$ cat src/rtl/vga_sync_gen.sv
// Raster timing generator: pixel-rate divider, horizontal/vertical counters,
// registered active-low sync outputs and a frame-start pulse.
module vga_sync_gen #(
    parameter int unsigned TICK_DIV  = 4,
    parameter int unsigned H_DISPLAY = 640,
    parameter int unsigned H_FRONT   = 16,
    parameter int unsigned H_SYNC    = 96,
    parameter int unsigned H_BACK    = 48,
    parameter int unsigned V_DISPLAY = 480,
    parameter int unsigned V_FRONT   = 10,
    parameter int unsigned V_SYNC    = 2,
    parameter int unsigned V_BACK    = 33
) (
    input  logic       clk,
    input  logic       reset_n,
    output logic [9:0] pixelx,
    output logic [9:0] pixely,
    output logic       p_tick,
    output logic       video_on,
    output logic       hsync,
    output logic       vsync,
    output logic       frame_start
);

    localparam int unsigned CNT_W    = 10;
    localparam int unsigned DIV_W    = (TICK_DIV > 1) ? $clog2(TICK_DIV) : 1;
    localparam int unsigned H_TOTAL  = H_DISPLAY + H_FRONT + H_SYNC + H_BACK;
    localparam int unsigned V_TOTAL  = V_DISPLAY + V_FRONT + V_SYNC + V_BACK;
    localparam int unsigned HS_FIRST = H_DISPLAY + H_FRONT;
    localparam int unsigned HS_LAST  = H_DISPLAY + H_FRONT + H_SYNC - 1;
    localparam int unsigned VS_FIRST = V_DISPLAY + V_FRONT;
    localparam int unsigned VS_LAST  = V_DISPLAY + V_FRONT + V_SYNC - 1;

    logic [DIV_W-1:0] div_q, div_d;
    logic [CNT_W-1:0] pixelx_q, pixelx_d;
    logic [CNT_W-1:0] pixely_q, pixely_d;
    logic             p_tick_q, p_tick_d;
    logic             hsync_q, hsync_d;
    logic             vsync_q, vsync_d;
    logic             frame_start_q, frame_start_d;
    logic             line_end, frame_end;

    // Next-state: syncs are decoded from next counts so they move with them.
    always_comb begin
        div_d         = div_q;
        pixelx_d      = pixelx_q;
        pixely_d      = pixely_q;
        frame_start_d = 1'b0;
        line_end      = (pixelx_q == CNT_W'(H_TOTAL - 1));
        frame_end     = (pixely_q == CNT_W'(V_TOTAL - 1));

        if (div_q == DIV_W'(TICK_DIV - 1)) begin
            div_d = '0;
        end else begin
            div_d = div_q + DIV_W'(1);
        end
        p_tick_d = (div_d == DIV_W'(TICK_DIV - 1));

        if (p_tick_q) begin
            if (line_end) begin
                pixelx_d = '0;
                if (frame_end) begin
                    pixely_d      = '0;
                    frame_start_d = 1'b1;
                end else begin
                    pixely_d = pixely_q + CNT_W'(1);
                end
            end else begin
                pixelx_d = pixelx_q + CNT_W'(1);
            end
        end

        hsync_d = !((pixelx_d >= CNT_W'(HS_FIRST)) && (pixelx_d <= CNT_W'(HS_LAST)));
        vsync_d = !((pixely_d >= CNT_W'(VS_FIRST)) && (pixely_d <= CNT_W'(VS_LAST)));
    end

    always_ff @(posedge clk or negedge reset_n) begin
        if (!reset_n) begin
            div_q         <= '0;
            pixelx_q      <= '0;
            pixely_q      <= '0;
            p_tick_q      <= 1'b0;
            hsync_q       <= 1'b1;
            vsync_q       <= 1'b1;
            frame_start_q <= 1'b0;
        end else begin
            div_q         <= div_d;
            pixelx_q      <= pixelx_d;
            pixely_q      <= pixely_d;
            p_tick_q      <= p_tick_d;
            hsync_q       <= hsync_d;
            vsync_q       <= vsync_d;
            frame_start_q <= frame_start_d;
        end
    end

    assign pixelx      = pixelx_q;
    assign pixely      = pixely_q;
    assign p_tick      = p_tick_q;
    assign hsync       = hsync_q;
    assign vsync       = vsync_q;
    assign frame_start = frame_start_q;
    // Derived straight from the registered counts so it lines up with pixelx/pixely.
    assign video_on    = (pixelx_q < CNT_W'(H_DISPLAY)) && (pixely_q < CNT_W'(V_DISPLAY));

endmodule

$ cat config.mk
export PLATFORM = sky130hd
export DESIGN_NAME = vga_sync_gen
export DESIGN_NICKNAME = d
export VERILOG_FILES = /design/src/rtl/vga_sync_gen.sv
export SDC_FILE = /design/constraint.sdc
export NUM_CORES = 1
export LEC_CHECK = 0
export ABC_CLOCK_PERIOD_IN_PS = 4400
export CORE_MARGIN = 2
export CORE_UTILIZATION = 40
export DETAILED_ROUTE_END_ITERATION = 16
export GPL_TIMING_DRIVEN = 0
export MAX_ROUTING_LAYER = met4
export PLACE_DENSITY = 0.6
export SYNTH_ARGS = -nofsm -noshare
export SYNTH_HDL_FRONTEND = slang
export SYNTH_SLANG_ARGS = --single-unit
$ cat constraint.sdc
create_clock -name clk -period 4.4 [get_ports clk]
set_clock_uncertainty 0.2 [all_clocks]
set_input_delay 0.44 -clock clk [delete_from_list [all_inputs] [get_ports clk]]
set_output_delay 0.44 -clock clk [all_outputs]
set_load 0.01 [all_outputs]
# After elaboration in Yosys (flattened, before gate mapping)
# Cells that the tools add are included.
# op_classes
addsub	3
n_lt_le_gt_ge	6
n_mux	9
eq_ne	4
n_reduce_logical	5
# op_table
cell	n
$mux 10	5
$add 10x1->10 const B	2
$eq 10x10->1 const B	2
$ge 10x10->1 const B	1
$ge 10x9->1 const B	1
$le 10x10->1 const B	1
$le 10x9->1 const B	1
$lt 10x10->1 const B	1
$lt 10x9->1 const B	1
$eq 2x2->1 const B	2
$logic_and 1x1->1	3
$mux 1	3
$add 2x1->2 const B	1
$logic_not 1->1	2
$mux 2	1
# word_totals
inputBits	2
out_inout_bits	25
reg_bits	26
elab_cells	34

# Depth between registers and ports, before layout
# Gate-level depths: netlist (run 1).
# depth
ltp_word	7
depth_mapped	8
depth_no_buf	7

# Least setup slack after synthesis (run 1)
# No wires, ideal clock.
# synth_timing
path_kind	register to register
start	register pixelx_q[7], in the netlist pixelx[7]
end	register vsync_q, in the netlist vsync
synth_period_minus_slack_ps	2139
arrival_ps	1848
n_path_buf	0
setup_ps	91
required_ps	4109
stages_incl_launch_ff	6
setup_slack_ps	2261
cell_sequence	dfrtp_1 nor4b_4 nand4_4 or4_4 a21oi_1 nand4_1
# synth_via
elab_chain_len	6
word_cells_on_any_way	7
classes_between	order compare (2); eq/ne (1); mux (2); reduce/logical (2)
# synth_lines
item	line_no	rtl
from (decl)	35	logic [CNT_W-1:0] pixelx_q, pixelx_d;
from (signal assigned)	88	pixelx_q <= pixelx_d;
$eq 10x10->1 *	49	line_end = (pixelx_q == CNT_W'(H_TOTAL - 1));
$mux 10 *	60	if (line_end) begin
$mux 10 *	59	if (p_tick_q) begin
$ge 10x9->1 or $le 10x9->1 (tied branches)	74	vsync_d = !((pixely_d >= CNT_W'(VS_FIRST)) && (pixely_d <= CNT_W'(VS_LAST)));
$logic_and 1x1->1 *	74	
$logic_not 1->1 *	74	
net vsync_d	39	logic vsync_q, vsync_d;
to (signal assigned)	92	vsync_q <= vsync_d;
to (decl)	39	
# Mark *: on every way through the listed nets, which the timed path passes. The rest lies on a longest branch.

# Final worst setup path (run 1)
# layout_timing
start	register pixelx_q[8], in the netlist pixelx[8]
end	output video_on
# layout_via
elab_chain_len	2
# layout_lines
item	line_no	rtl
$lt 10x10->1	104	assign video_on = (pixelx_q < CNT_W'(H_DISPLAY)) && (pixely_q < CNT_W'(V_DISPLAY));
$logic_and 1x1->1	104	
to (decl)	19	output logic video_on,
# No other way between the ends.

==> results of run 1 <==
## layout make-up
class | instances | share of cell area, %
tap | 46 | 3.30
buffer | 6 | 1.51
timing repair buffer | 26 | 14.9
inverter | 7 | 1.51
multi-input combinational | 102 | 39.2
clock buffer | 4 | 2.08
sequential | 26 | 37.5
## final timing paths
check | start | end | slack [ns] | cells past startpoint
max in group asynchronous | reset_n | p_tick | 2.83 | 1
setup reg to reg | pixelx[7] | vsync | 2.10 | 6
min in group asynchronous | reset_n | pixelx[8] | 0.50 | 1
setup / recovery | pixelx[8] | video_on | 2.00 | 4
hold / removal | div_q[0] | div_q[0] | 0.26 | 1
hold reg to reg | div_q[0] | div_q[0] | 0.26 | 1
## critical path: stages (launching register included)
cell and delay (ns):
dfrtp_1 0.40, buf_2 0.18, o21ai_0 0.16, and3b_1 0.17, clkdlybuf4s50_1 0.52
## routing by layer
| metal | routed length, um | track usage, % |
|---|---|---|
| met5 | 0 | - |
| met3 | 112 | 2.70 |
| met1 | 1350 | 21.3 |
| met4 | 31 | 6.39 |
| met2 | 1300 | 23.7 |
## cells in the final DEF (no fill, tap or decap), types with 2 or more instances in the layout
cell	instances
a21oi_1	3
nand3_1	13
dfstp_2	2
nor2_1	8
inv_1	7
dfrtp_1	24
ha_1	5
and2_1	2
clkbuf_1	2
clkbuf_4	3
o21ai_0	11
xnor2_1	8
nand4_1	6
nand2b_1	2
mux2i_1	2
and3_1	4
o31ai_1	3
nand2_1	12
buf_2	3
clkdlybuf4s50_1	26
nor3_1	4
and4_1	2
## flip-flops by register name, indices dropped and copies added, names as in the netlist
signal	count
pixelx	10
pixely	10
div_q	2
frame_start	1
hsync	1
p_tick	1
vsync	1
## power by group through the flow
stage / clock network [mW] / logic (mW) / registers, mW
finish: 0.127 / 0.00519 / 0.239
global route: 0.143 / 0.00653 / 0.239
CTS: 0.130 / 0.00572 / 0.239
detailed placement: 0 / 0.00570 / 0.244
global placement: 0 / 0.00562 / 0.244
floorplan: 0 / 0.000000283 / 0.244
## kinds of logic after synthesis
kind of cell	Yosys count	synth area share, %
buffers and inverters	13	3.79
flip-flops	26	47.1
adder cells (fa/ha/maj)	5	4.51
AND/OR/NAND/NOR	62	26.6
XOR/XNOR	9	5.68
multiplexers	3	2.25
AO/OA/AOI/OAI	23	10.1
## cell usage after synthesis (all sizes together)
library cell	n
a31oi	1
nor4bb	1
nand2	12
and2	2
o31ai	3
dfstp	2
inv	7
nand2b	2
or2	1
mux2	1
clkbuf	2
or4	2
nand4	7
buf	4
o21ai	11
and3b	1
a41o	1
mux2i	2
xnor2	8
nor3	4
nand3	13
and3	4
o22ai	1
a21oi	3
o2bb2ai	1
nor2	8
o22a	1
dfrtp	24
nor4b	2
a211oi	1
and4	2
xor2	1
ha	5
nor4	1
==> results by group, run 1 <==
Run status
  • Outcome: completed

Place
  • Placed Area: 0.00171 mm2
  • Post-placement cell count: 213
  • RePlAce Congestion: 0.843
  • Dpl hpwl: 2040 um
  • Place WS: 2.12 ns
  • Number of buffers added on ports: 26

GRT
  • First-pass GRT wire length: slightly below 5000 um
  • GRT Residual Overflow: 0
  • Largest net degree at the start of global routing: 27
  • Number of global-route vias before repair: 1,060
  • GRT Util Overall: approximately 16%
  • Initial antenna violation count: 0

Yosys
  • Mapped Avg Cell Area: just under 10 um2
  • Top post-synthesis cells by area: dfrtp_1 (43%), xnor2_1 (5.0%), nand3_1 (4.7%)
  • Post-synth top area share: a little over two fifths
  • Yosys warns: 0
  • Post-synthesis sequential area ratio: 47.1%
  • Post-synth net total: about 150
  • Yosys reg bits: 26
  • Mapped Area: 0.00139 mm2
  • Post-Syn Instances: 141
  • Largest area contributor in the netlist: dfrtp_1
  • Distinct cells, synth: 38

Cells and area
  • Nets: 179
  • Fill cell count: 333
  • Finished Cell Area: between 0.0015 and 0.002 mm2
  • Reg area: 653 um2
  • Util after Layout: 52.2%
  • Area grow syn2layout: 25.5%
  • Layout cells sized above 1: 8.19%
  • Area occupied by multi-input gates: 682 um2
  • N_diodes: 0
  • Final Non-Filler Cells: 217

Clock network
  • CTS root buf: clkbuf_4
  • Clock sinks: 26
  • H-Tree Depth: 1
  • Setup bufs post-CTS: 0
  • Post-cts sizing count: 0
  • CTS buffer count: 3
  • CTS max path bufs: 2
  • Clock-pin slew on the worst setup and hold paths: 0.15 ns
  • Clk_lat worst skew: 0.33 ns
  • CTS Hold Bufs: 0
  • CTS tree: done

Timing
  • Finish-stage setup viols: 0
  • Max-slew headroom: roughly a quarter
  • RSZ-0062 raised after global routing: no
  • Final Hold Vio Count: 0
  • Tightest Pin Transition: 1.14 ns
  • Slew Viols, Final: 0
  • Achievable frequency: about 420 MHz
  • Setup TNS: 0 ns
  • Post-layout min period: 2.40 ns
  • Final period util: 54.4%
  • Final worst slack: 2.00 ns
  • Final hold slack: 0.261 ns

Pwr
  • Worst vdd ir: between 0.00009 and 0.0001 V
  • Reg power frac: 64.4%
  • Int Power: 0.291 mW
  • P_sw: around 0.081 mW
  • Clock network power share: 34.2%
  • Cell Pwr Density: about 210 mW/mm2
  • Net Sw Frac: 21.8%
  • Pleak: 0.740 nW
  • Combinational cell fraction of total power: approximately 1.4%
  • Tot Pwr: 0.372 mW

Floorplan
  • Die area: between 0.003 and 0.004 mm2
  • Boundary pin count: 27
  • Initial Util: 41.6%
  • Num rows: 21
  • Core Area: approximately 0.0033 mm2
  • Die Ht: 62.9 um
  • Die X: 62.9 um

Setup path
  • Worst Setup End Kind: output pin
  • Critical path peak fanout: 9
  • CP required: 3.76 ns
  • Crit path DAT: 1.76 ns
  • Critical path class: register to output pin
  • Crit start category: register

Route
  • Drt initial violations: 19
  • DR pass1 iterations: 4
  • Via density: 5.37
  • WL per Instance: 12.8 um
  • Vias post-DR: between 1k and 1.5k
  • DRC: 0
  • Post-DRT Antenna Nets: 0
  • Total Wirelength: 2790 um

Hold path
  • Hold Crit Class: register to register

Job
  • Maximum capacitance violations: 0
(Power assumes the default switching activity.)
==> run 2: changes to the inputs <==
--- a/config.mk
+++ b/config.mk
@@ -5,7 +5,7 @@
 export SDC_FILE = /design/constraint.sdc
 export NUM_CORES = 1
 export LEC_CHECK = 0
-export ABC_CLOCK_PERIOD_IN_PS = 4400
+export ABC_CLOCK_PERIOD_IN_PS = 2400
 export CORE_MARGIN = 2
 export CORE_UTILIZATION = 40
 export DETAILED_ROUTE_END_ITERATION = 16
==> constraint.sdc (replaced) <==
create_clock -name clk -period 2.4 [get_ports clk]
set_clock_uncertainty 0.2 [all_clocks]
set_input_delay 0.24 -clock clk [delete_from_list [all_inputs] [get_ports clk]]
set_output_delay 0.24 -clock clk [all_outputs]
set_load 0.01 [all_outputs]
==> run 2 against run 1 <==
Against the previous run:
- non-clock buffer count grew 1
- total power grew 83%
- utilization is 0.26 points higher
- combinational power is 87% higher
- register-to-register slack lost 2.0 ns
- hold slack about the same
- worst setup slack got worse by 1.9 ns
- flip-flop and latch count unchanged
- sequential power is 83% higher
- global-route usage unchanged
- critical path depth grew 1
- clock power up 83%
- critical path type is now register to register
- critical endpoint is now vsync
==> results by group, run 2 (synthesis results as in run 1) <==
Floorplan
  • Die area: ~0.004 mm2
  • Die Ht: about 63 um
  • Boundary pin count: 27
  • Num rows: 21
  • Die X: 62.9 um
  • Core Area: 0.00334 mm2
  • Initial Util: between 40% and 50%

Cells and area
  • N_diodes: 0
  • Most frequent cells in the layout: clkdlybuf4s50_1 (26), dfrtp_1 (24), nand3_1 (13)
  • Area grow syn2layout: 26.1%
  • Final Non-Filler Cells: 218
  • Nets: 180
  • Most common cell after layout, fill and taps aside: clkdlybuf4s50_1
  • Layout cells sized above 1: 9.30%
  • Fill cell count: about 330

Timing
  • Setup TNS: 0 ns
  • Max-slew headroom: ~22%
  • RSZ-0062 raised after global routing: no
  • Final Hold Vio Count: 0
  • Finish-stage setup viols: 0
  • Slew Viols, Final: 0
  • Final period util: 94.1%
  • Achievable frequency: 443 MHz
  • Post-layout min period: about 2.3 ns
  • Tightest Pin Transition: ~1.2 ns

Clock network
  • Clk_lat worst skew: 0.33 ns
  • CTS buffer count: 3
  • CTS Hold Bufs: 0
  • H-Tree Depth: 1
  • Clock sinks: 26
  • CTS root buf: clkbuf_4
  • CTS tree: done
  • Clock-pin slew on the worst setup and hold paths: 0.15 ns
  • CTS max path bufs: 2

Route
  • Post-DRT Antenna Nets: 0
  • Vias post-DR: 1,167
  • WL per Instance: ~13 um
  • DRC: 0
  • Total Wirelength: 2800 um
  • Drt initial violations: 19
  • Via density: 5.35
  • DR pass1 iterations: 4

Setup path
  • Crit start category: register
  • CP required: 2.47 ns
  • R2R depth: 5
  • Reg2reg start: pixelx[6]
  • Crit path DAT: 2.33 ns
  • Critical path peak fanout: 10
  • CP Capture Point: vsync
  • Critical path class: register to register
  • CP Launch Point: pixelx[6]
  • Worst reg-to-reg setup slack: 0.14 ns
  • Worst Setup End Kind: register
  • Reg2reg end: vsync

Pwr
  • Pleak: 0.748 nW
  • Worst vdd ir: ~0.00019 V
  • Cell Pwr Density: 389 mW/mm2

Place
  • Dpl hpwl: 2040 um
  • Number of buffers added on ports: 26
  • Post-placement cell count: 213
  • RePlAce Congestion: about 0.84

GRT
  • Number of global-route vias before repair: between 1k and 1.5k
  • Largest net degree at the start of global routing: 27
  • GRT Residual Overflow: 0
  • First-pass GRT wire length: 4970 um
  • GRT Util Overall: 15.8%
  • Initial antenna violation count: 0

Hold path
  • Hold Crit Class: register to register

Run status
  • Outcome: completed

Job
  • Maximum capacitance violations: 0
## run 2: repair_timing
item | 4_1_cts | 5_1_grt
setup buffers | 0 | 1
setup endpoints to repair | 0 | 2
endpoints found under the hold margin | 0 | 0
gates resized for setup | 0 | 2
## run 2: report_power, final
part           switching (mW)  internal (mW)  leakage, nW
registers                   0          0.438        0.342
logic                 0.00826        0.00143        0.385
clock network           0.140         0.0930       0.0210
## run 2: area by class of cell
class	instances	area [um2]	share of cell area, %
multi-input cells	102	682	39.0
flip-flops and latches	26	653	37.3
repair buffers	27	268	15.3
well taps	46	57.6	3.29
clock buffers	4	36.3	2.07
plain buffers	6	27.5	1.57
inverters	7	26.3	1.50
## run 2: worst min path at each step
| stage | end | cells after the start | from | slack (ns) |
|---|---|---|---|---|
| CTS | div_q[0] | 1 | div_q[0] | 0.27 |
| detailed placement | div_q[0] | 1 | div_q[0] | 0.25 |
| finish | div_q[0] | 1 | div_q[0] | 0.26 |
| global placement | div_q[0] | 1 | div_q[0] | 0.24 |
| global route | div_q[0] | 1 | div_q[0] | 0.31 |
| floorplan | div_q[0] | 0 | reset_n | -0.26 |
## run 2: per-stage QoR
stage | power, mW | setup slack [ns] | hold WS, ns | util (%) | instance area, um2
2_1_floorplan | 0.447 | 0.261 | -0.256 | - | 1390
3_5_place_dp | 0.457 | 0.118 | 0.251 | 51.1 | 1710
6_report | 0.681 | 0.141 | 0.261 | 52.5 | 1750
5_1_grt | 0.712 | 0.0213 | 0.307 | 52.5 | 1750
4_1_cts | 0.688 | 0.0828 | 0.269 | 52.2 | 1740
3_3_place_gp | 0.457 | 0.125 | 0.236 | 51.1 | 1710
## run 2: routing by layer
metal | track usage (%) | vias up | wire, um | part of all wire [%]
met5 | - | - | 0 | 0
met1 | 21.3 | 569 | 1360 | 49
met3 | 2.70 | 4 | 105 | 3.8
met4 | 6.39 | 0 | 31 | 1.1
li1 | - | 572 | - | -
met2 | 23.7 | 22 | 1300 | 46
## run 2: worst max-delay path, stage by stage (launching register included)
cell and delay [ns]:
dfrtp_1 0.48, nor4b_4 0.45, nand4_4 0.24, or4_4 0.57, a21oi_1 0.15, nand4_1 0.10
